===== src/rtl/key_frontend_if.sv =====
// Bundle of raw front-panel buttons and the conditioned mode/pulse outputs
// exchanged between key_frontend (slave) and the controller or bench (master).
interface key_frontend_if;
    logic       key_mode;
    logic       key_plus;
    logic       key_sub;
    logic [1:0] mode;
    logic       plus_pulse;
    logic       sub_pulse;
    logic       mode_pulse;

    modport master (
        output key_mode, key_plus, key_sub,
        input  mode, plus_pulse, sub_pulse, mode_pulse
    );

    modport slave (
        input  key_mode, key_plus, key_sub,
        output mode, plus_pulse, sub_pulse, mode_pulse
    );
endinterface


===== src/rtl/key_frontend.sv =====
// Button front end: sync, 1 ms-tick debounce, mode FSM and gated plus/sub pulses.
// Optional hold auto-repeat on plus/sub is enabled by defining KEY_AUTOREPEAT_EN.
module key_frontend #(
    parameter int CLK_HZ      = 12_000_000,
    parameter int DEBOUNCE_MS = 20,
    parameter int LONG_MS     = 600,
    parameter int REPEAT_MS   = 150,
    parameter int ACTIVE_LOW  = 1
) (
    input  logic           clk,
    input  logic           rst_n,
    key_frontend_if.slave  bus
);

    localparam int               DIV      = CLK_HZ / 1000;
    localparam int               DIV_W    = (DIV > 1) ? $clog2(DIV) : 1;
    localparam logic [DIV_W-1:0] DIV_LAST = DIV_W'(DIV - 1);
    localparam logic [15:0]      DEB_LIM  = 16'(DEBOUNCE_MS);
    localparam logic [15:0]      SAT      = 16'hFFFF;
    localparam logic             RELEASED = (ACTIVE_LOW != 0);
    localparam int               K_MODE   = 0;
    localparam int               K_PLUS   = 1;
    localparam int               K_SUB    = 2;

    typedef enum logic [1:0] {
        RUN    = 2'b00,
        NIGHT  = 2'b01,
        SET_RG = 2'b10,
        SET_Y  = 2'b11
    } mode_t;

    logic [2:0]       raw, sync1, sync2, pressed;
    logic [DIV_W-1:0] div_cnt;
    logic             tick;
    logic [15:0]      deb_cnt [3];
    logic [2:0]       level, accept, rise;
    mode_t            state_q, state_d;
    logic             mode_change;
    logic [1:0]       rep_ok;
    logic             plus_any, sub_any, plus_fwd, sub_fwd;
    logic             plus_q, sub_q, mode_pulse_q;

    assign raw = {bus.key_sub, bus.key_plus, bus.key_mode};

    // NOTE: sequential state uses non-blocking assignments so every flop samples
    // pre-edge values, which is what makes sync1 -> sync2 a real two-stage chain.
    always_ff @(posedge clk or negedge rst_n) begin
        if (!rst_n) begin
            sync1 <= {3{RELEASED}};
            sync2 <= {3{RELEASED}};
        end else begin
            sync1 <= raw;
            sync2 <= sync1;
        end
    end

    assign pressed = sync2 ^ {3{RELEASED}};

    assign tick = (div_cnt == DIV_LAST);

    always_ff @(posedge clk or negedge rst_n) begin
        if (!rst_n) div_cnt <= '0;
        else        div_cnt <= tick ? '0 : div_cnt + 1'b1;
    end

    // Acceptance is checked on the tick after the counter already holds the limit,
    // so a disagreement must span DEBOUNCE_MS+1 ticks before the level flips.
    // NOTE: every combinational output gets a default first, so no path leaves it
    // unassigned and no latch is inferred.
    always_comb begin
        accept = '0;
        for (int k = 0; k < 3; k++)
            accept[k] = tick && (pressed[k] != level[k]) && (deb_cnt[k] == DEB_LIM);
    end

    assign rise = accept & pressed;

    // NOTE: the small counter array is reset element by element; it is state that
    // must start at zero, not a RAM, so a reset loop is appropriate here.
    always_ff @(posedge clk or negedge rst_n) begin
        if (!rst_n) begin
            level <= '0;
            for (int k = 0; k < 3; k++) deb_cnt[k] <= '0;
        end else begin
            for (int k = 0; k < 3; k++) begin
                if (pressed[k] == level[k]) begin
                    deb_cnt[k] <= '0;
                end else if (accept[k]) begin
                    level[k]   <= pressed[k];
                    deb_cnt[k] <= '0;
                end else if (tick && deb_cnt[k] != SAT) begin
                    deb_cnt[k] <= deb_cnt[k] + 16'd1;
                end
            end
        end
    end

    assign mode_change = rise[K_MODE];

    always_comb begin
        state_d = state_q;
        if (mode_change) begin
            case (state_q)
                RUN:     state_d = NIGHT;
                NIGHT:   state_d = SET_RG;
                SET_RG:  state_d = SET_Y;
                default: state_d = RUN;
            endcase
        end
    end

`ifdef KEY_AUTOREPEAT_EN
    localparam logic [15:0] LONG_LIM = 16'(LONG_MS);
    localparam logic [15:0] REP_LAST = 16'(REPEAT_MS - 1);

    // Index 0 is plus, 1 is sub; blk kills repeats of a press that was discarded
    // or that lived through a mode change, until the key is released.
    logic [15:0] hold_cnt [2];
    logic [15:0] rep_cnt  [2];
    logic [1:0]  rep_fire, blk;

    always_comb begin
        rep_fire = '0;
        for (int j = 0; j < 2; j++) begin
            if (tick && level[j+1]) begin
                if (hold_cnt[j] != SAT && (hold_cnt[j] + 16'd1) == LONG_LIM)
                    rep_fire[j] = 1'b1;
                else if (hold_cnt[j] >= LONG_LIM && rep_cnt[j] == REP_LAST)
                    rep_fire[j] = 1'b1;
            end
        end
    end

    always_ff @(posedge clk or negedge rst_n) begin
        if (!rst_n) begin
            blk <= '0;
            for (int j = 0; j < 2; j++) begin
                hold_cnt[j] <= '0;
                rep_cnt[j]  <= '0;
            end
        end else begin
            for (int j = 0; j < 2; j++) begin
                if (!level[j+1]) begin
                    hold_cnt[j] <= '0;
                    rep_cnt[j]  <= '0;
                end else if (tick) begin
                    if (hold_cnt[j] != SAT) hold_cnt[j] <= hold_cnt[j] + 16'd1;
                    if (rep_fire[j])
                        rep_cnt[j] <= '0;
                    else if (hold_cnt[j] >= LONG_LIM && rep_cnt[j] != SAT)
                        rep_cnt[j] <= rep_cnt[j] + 16'd1;
                end

                if (rise[j+1])
                    blk[j] <= rise[2-j] | level[2-j] | mode_change;
                else if (!level[j+1])
                    blk[j] <= 1'b0;
                else if (mode_change)
                    blk[j] <= 1'b1;
            end
        end
    end

    assign rep_ok = rep_fire & ~blk;
`else
    assign rep_ok = 2'b00;
`endif

    assign plus_any = (rise[K_PLUS] & ~level[K_SUB])  | rep_ok[0];
    assign sub_any  = (rise[K_SUB]  & ~level[K_PLUS]) | rep_ok[1];
    assign plus_fwd = state_q[1] & plus_any & ~sub_any;
    assign sub_fwd  = state_q[1] & sub_any  & ~plus_any;

    always_ff @(posedge clk or negedge rst_n) begin
        if (!rst_n) begin
            state_q      <= RUN;
            mode_pulse_q <= 1'b0;
            plus_q       <= 1'b0;
            sub_q        <= 1'b0;
        end else begin
            state_q      <= state_d;
            mode_pulse_q <= mode_change;
            plus_q       <= plus_fwd;
            sub_q        <= sub_fwd;
        end
    end

    assign bus.mode       = state_q;
    assign bus.mode_pulse = mode_pulse_q;
    assign bus.plus_pulse = plus_q;
    assign bus.sub_pulse  = sub_q;

endmodule


===== src/flat_wrapper.sv =====
// flat-port wrapper written by rule: the top's interface ports become plain ports
module key_frontend_flat 
#(
    parameter int CLK_HZ      = 12_000_000,
    parameter int DEBOUNCE_MS = 20,
    parameter int LONG_MS     = 600,
    parameter int REPEAT_MS   = 150,
    parameter int ACTIVE_LOW  = 1
)
  (clk, rst_n, bus_key_mode, bus_key_plus, bus_key_sub, bus_mode, bus_plus_pulse, bus_sub_pulse, bus_mode_pulse);
  key_frontend_if bus_i ();
  input  logic clk;
  input  logic rst_n;
  input wire logic [$bits(bus_i.key_mode)-1:0] bus_key_mode;
  input wire logic [$bits(bus_i.key_plus)-1:0] bus_key_plus;
  input wire logic [$bits(bus_i.key_sub)-1:0] bus_key_sub;
  output wire logic [$bits(bus_i.mode)-1:0] bus_mode;
  output wire logic [$bits(bus_i.plus_pulse)-1:0] bus_plus_pulse;
  output wire logic [$bits(bus_i.sub_pulse)-1:0] bus_sub_pulse;
  output wire logic [$bits(bus_i.mode_pulse)-1:0] bus_mode_pulse;
  assign bus_i.key_mode = bus_key_mode;
  assign bus_i.key_plus = bus_key_plus;
  assign bus_i.key_sub = bus_key_sub;
  assign bus_mode = bus_i.mode;
  assign bus_plus_pulse = bus_i.plus_pulse;
  assign bus_sub_pulse = bus_i.sub_pulse;
  assign bus_mode_pulse = bus_i.mode_pulse;
  key_frontend #(.CLK_HZ(CLK_HZ), .DEBOUNCE_MS(DEBOUNCE_MS), .LONG_MS(LONG_MS), .REPEAT_MS(REPEAT_MS), .ACTIVE_LOW(ACTIVE_LOW)) u_core (.clk(clk), .rst_n(rst_n), .bus(bus_i));
endmodule

===== config.mk =====
export PLATFORM = sky130hd
export DESIGN_NAME = key_frontend_flat
export DESIGN_NICKNAME = d
export VERILOG_FILES = /design/src/rtl/key_frontend_if.sv /design/src/rtl/key_frontend.sv /design/src/flat_wrapper.sv
export SDC_FILE = /design/constraint.sdc
export NUM_CORES = 1
export LEC_CHECK = 0
export ABC_AREA = 1
export CORE_MARGIN = 1
export CORE_UTILIZATION = 55
export CTS_BUF_LIST = sky130_fd_sc_hd__clkbuf_8
export DETAILED_ROUTE_END_ITERATION = 10
export DONT_BUFFER_PORTS = 1
export GPL_ROUTABILITY_DRIVEN = 0
export MAX_ROUTING_LAYER = met4
export PLACE_DENSITY = 0.68
export REMOVE_ABC_BUFFERS = 1
export SETUP_SLACK_MARGIN = 0.02
export SYNTH_ARGS = -nofsm -noshare
export SYNTH_HDL_FRONTEND = slang
export SYNTH_SLANG_ARGS = --single-unit

===== constraint.sdc =====
create_clock -name clk -period 3.3 [get_ports clk]
set_input_delay 0.33 -clock clk [delete_from_list [all_inputs] [get_ports clk]]
set_output_delay 0.33 -clock clk [all_outputs]
set_load 0.005 [all_outputs]

==> impl_metrics.ini <==
[outcome]
run_status = complete, no violations

[critical_path]
crit_slowest_cell = sky130_fd_sc_hd__xnor2_2
crit_chain = xnor2_2 > nand2_2 > nand2_1 > nand2_1
critical_path.top_delay_family = XOR/XNOR gates
slowest_delay_ns = 0.98
timing.setup.critical_path_class = reg2reg
cp_common_cell = sky130_fd_sc_hd__nand2_1
worst-endpoint-required_ns = 3.54
setup.worst_path.end_class = flop
worst-endpoint-arrival_ns = 2.29
critical_path_buf_inv_count = 0
timing.critical_path.from_type = flop
critPathMaxFanout = 27

[hold_path]
timing.hold.worst.class = reg2reg

[sta]
setup_viol = 0
rsz0062_at_grt = false
relSlewSlack_pct = 15.7
period_needed_ns = 2.04
clock_skew_ns = 0.00806
worst_pin_slew_ns = 1.26
fin_tns_setup_ns = 0
finalCritPeriodShare_pct = 62.0
timing.fmax_mhz = 489
timing.final.max_slew_violations = 0
report.final.hold_viol_count = 0

[flow_run]
drv_cap = 0

[pwr]
clkPwrFrac_pct = 40.3
power.share.sequential_pct = 56.5
power_switching_share_pct = 26.0
report.power.total_mw = 1.67
power.static_leakage_nw = 2.54
power.internal_mw = 1.23
p_switching_mw = 0.432
power.ir.vdd_worst_mv = 0.269
power_frac_comb_pct = 3.2
pwr_density_cell_nw_per_um2 = 325

[grt]
globalRouteOverflowTotal = 0
grt_start_max_net_pins = 77
number_of_antenna_violations_at_the_first_check_in_global_routing = 0
first_pass_grt_wire_length_um = 18000
globalRouteTotalUtil_pct = 26.3
first_global_vias = 3842

[cts]
root_buffer = sky130_fd_sc_hd__clkbuf_8
tritoncts = yes
cts_made_buffers = 9
clockBufferDepth = 2
clkTransAtPathRegs_ns = 0.09
ctsHtreeMaxLevel = 3
cts_sinks = 76
later_pin_clock_latency_in_the_skew_report_ns = 0.35

[drt]
drt-total-wl_um = 10400
drc = 0
detail_route.wl_per_cell_um = 13.3
detail_route.iter0.violations = 217
drt-vias-per-instance = 5.43
ant_nets = 0
drtPass1Iterations = 4
detailroute.via_count = 4236

[yosys]
synth_warnings = 0
ys_seq_elements = 76
number_of_cells_produced_by_synthesis = 667
yosysUniqueCellTypes = 32
mappedNetlistArea_sq_um = 4820
synth_area_per_cell_sq_um = 7.22
fraction_of_the_yosys_area_taken_by_sequential_cells_pct = 39.6

[placed_design]
place_inst = 759
place_area_sq_um = 4880
port_buffers = 0
dp_hpwl_um = 7260

[floorplanning]
starting_density_of_the_core_pct = 57.8
fp.dieH_um = 95.6
core_area_sq_um = 8340
placementRows = 33
horiz_die_dim_um = 95.6
design.die.area_sq_um = 9140
design.portCount = 10

[finish]
final_cell_area_sq_um = 5130
layout-drive-gt1-share_pct = 9.63
layout.cells.non_filler = 780
postLayoutCoreUtil_pct = 61.5
num-nets-final = 684
area_growth_pct = 6.52
insertedDiodeCount = 0
worst register-to-register path, cell delays in order, from the launching register on:
cell	delay, ns
sky130_fd_sc_hd__dfstp_2	0.41
sky130_fd_sc_hd__xnor2_2	0.98
sky130_fd_sc_hd__nand2_2	0.34
sky130_fd_sc_hd__nand2_1	0.16
sky130_fd_sc_hd__nand2_1	0.06
path summary, 6_finish.rpt:
check / depth (start not counted) / startpoint / slack [ns] / end
min in group asynchronous: 2 / rst_n / 0.51 / u_core.deb_cnt[29]
setup reg to reg: 4 / u_core.sync2[0] / 1.26 / u_core.deb_cnt[43]
setup / recovery: 4 / u_core.sync2[0] / 1.26 / u_core.deb_cnt[43]
hold / removal: 0 / u_core.sync1[2] / 0.36 / u_core.sync2[2]
hold reg to reg: 0 / u_core.sync1[2] / 0.36 / u_core.sync2[2]
max in group asynchronous: 2 / rst_n / 2.42 / u_core.sync1[0]
what timing repair did:
action / in CTS / in global routing
endpoints found under the setup margin: 0 / 0
gates resized for setup: 0 / 0
hold buffers: 5 / 0
hold endpoints to repair: 79 / 0
setup buffers: 0 / 0
registers in the layout (all words and copies together) (netlist names):
signal and count:
u_core.level 3, u_core.sync2 3, u_core.deb_cnt 48, u_core.bus.plus_pulse 1, u_core.bus.mode_pulse 1, u_core.bus.sub_pulse 1
u_core.div_cnt 14, u_core.sync1 3, u_core.bus.mode 2
logic make-up after synthesis:
group | count (synthesis) | share of synthesized area (%)
buffers and inverters | 101 | 8.31
adders and majority gates | 9 | 2.34
xor gates and xnor gates | 29 | 5.58
and+or+nand+nor | 413 | 39.5
AOI/OAI and AO/OA | 39 | 4.62
DFF | 76 | 39.6
cells in the final DEF, fill, tap and decap left out, types with 2 or more instances in the layout:
cell                            count
sky130_fd_sc_hd__xnor2_2            2
sky130_fd_sc_hd__nand3_1           74
sky130_fd_sc_hd__xor2_1            24
sky130_fd_sc_hd__nand2_2            3
sky130_fd_sc_hd__clkinvlp_4         2
sky130_fd_sc_hd__xnor2_1            3
sky130_fd_sc_hd__o21ai_1           23
sky130_fd_sc_hd__dfrtp_1           70
sky130_fd_sc_hd__nor3_1            10
sky130_fd_sc_hd__o21bai_1           5
sky130_fd_sc_hd__dlygate4sd3_1      4
sky130_fd_sc_hd__nand4_1           52
sky130_fd_sc_hd__a21oi_1            2
sky130_fd_sc_hd__clkbuf_8           9
sky130_fd_sc_hd__nor2_2             8
sky130_fd_sc_hd__dfstp_2            6
sky130_fd_sc_hd__inv_1             72
sky130_fd_sc_hd__nor2_4             2
sky130_fd_sc_hd__o21ai_0            7
sky130_fd_sc_hd__ha_1               9
sky130_fd_sc_hd__nand3_2            4
sky130_fd_sc_hd__inv_6              3
sky130_fd_sc_hd__nor2_1            96
sky130_fd_sc_hd__nand2_1          158
sky130_fd_sc_hd__inv_2             15
final cells by class:
type / count / area (sq um)
clock inverters: 7 / 57.6
clock buffers: 9 / 124
inverters: 87 / 327
repair buffers: 6 / 75.1
well taps: 105 / 131
multi-input cells: 490 / 2510
flip-flops and latches: 76 / 1910
fillers: 761 / 3210
power groups by stage:
stage	Sequential, mW	Combinational (mW)	Clock, mW
6_report	0.941	0.0528	0.671
2_1_floorplan	0.958	0.0194	0
3_3_place_gp	0.960	0.0274	0
5_1_grt	0.942	0.0605	0.746
4_1_cts	0.941	0.0545	0.699
3_5_place_dp	0.960	0.0277	0
routing by layer:
metal | vias up | global-route usage [%] | part of all wire [%]
li1 | 2172 | - | -
met1 | 1962 | 36.5 | 49
met2 | 95 | 39.9 | 46
met3 | 7 | 4.39 | 4.4
met4 | 0 | 6.97 | 0.85
met5 | - | - | 0
Yosys cell counts (all sizes together):
| library cell | count | area [sq um] |
|---|---|---|
| nand3 | 79 | 428 |
| xnor2 | 5 | 58.8 |
| nor2 | 107 | 453 |
| nor3b | 1 | 7.51 |
| inv | 87 | 327 |
| or2 | 1 | 6.26 |
| ha | 9 | 113 |
| buf | 7 | 47.6 |
| nand4 | 52 | 325 |
| nor3 | 11 | 60.1 |
| o21bai | 5 | 37.5 |
| clkbuf | 7 | 26.3 |
| o21ai | 32 | 175 |
| xor2 | 24 | 210 |
| dfrtp | 70 | 1750 |
| nand2 | 162 | 623 |
| dfstp | 6 | 158 |
| a21oi | 2 | 10.0 |
through the flow:
stage / setup WS (ns) / hold slack (ns)
floorplan: 1.61 / 0.0344
detailed placement: 1.25 / 0.0363
CTS: 1.27 / 0.364
finish: 1.26 / 0.362
global placement: 1.29 / 0.0360
global route: 1.08 / 0.368
No activity file was read; power rests on OpenSTA's default activity.
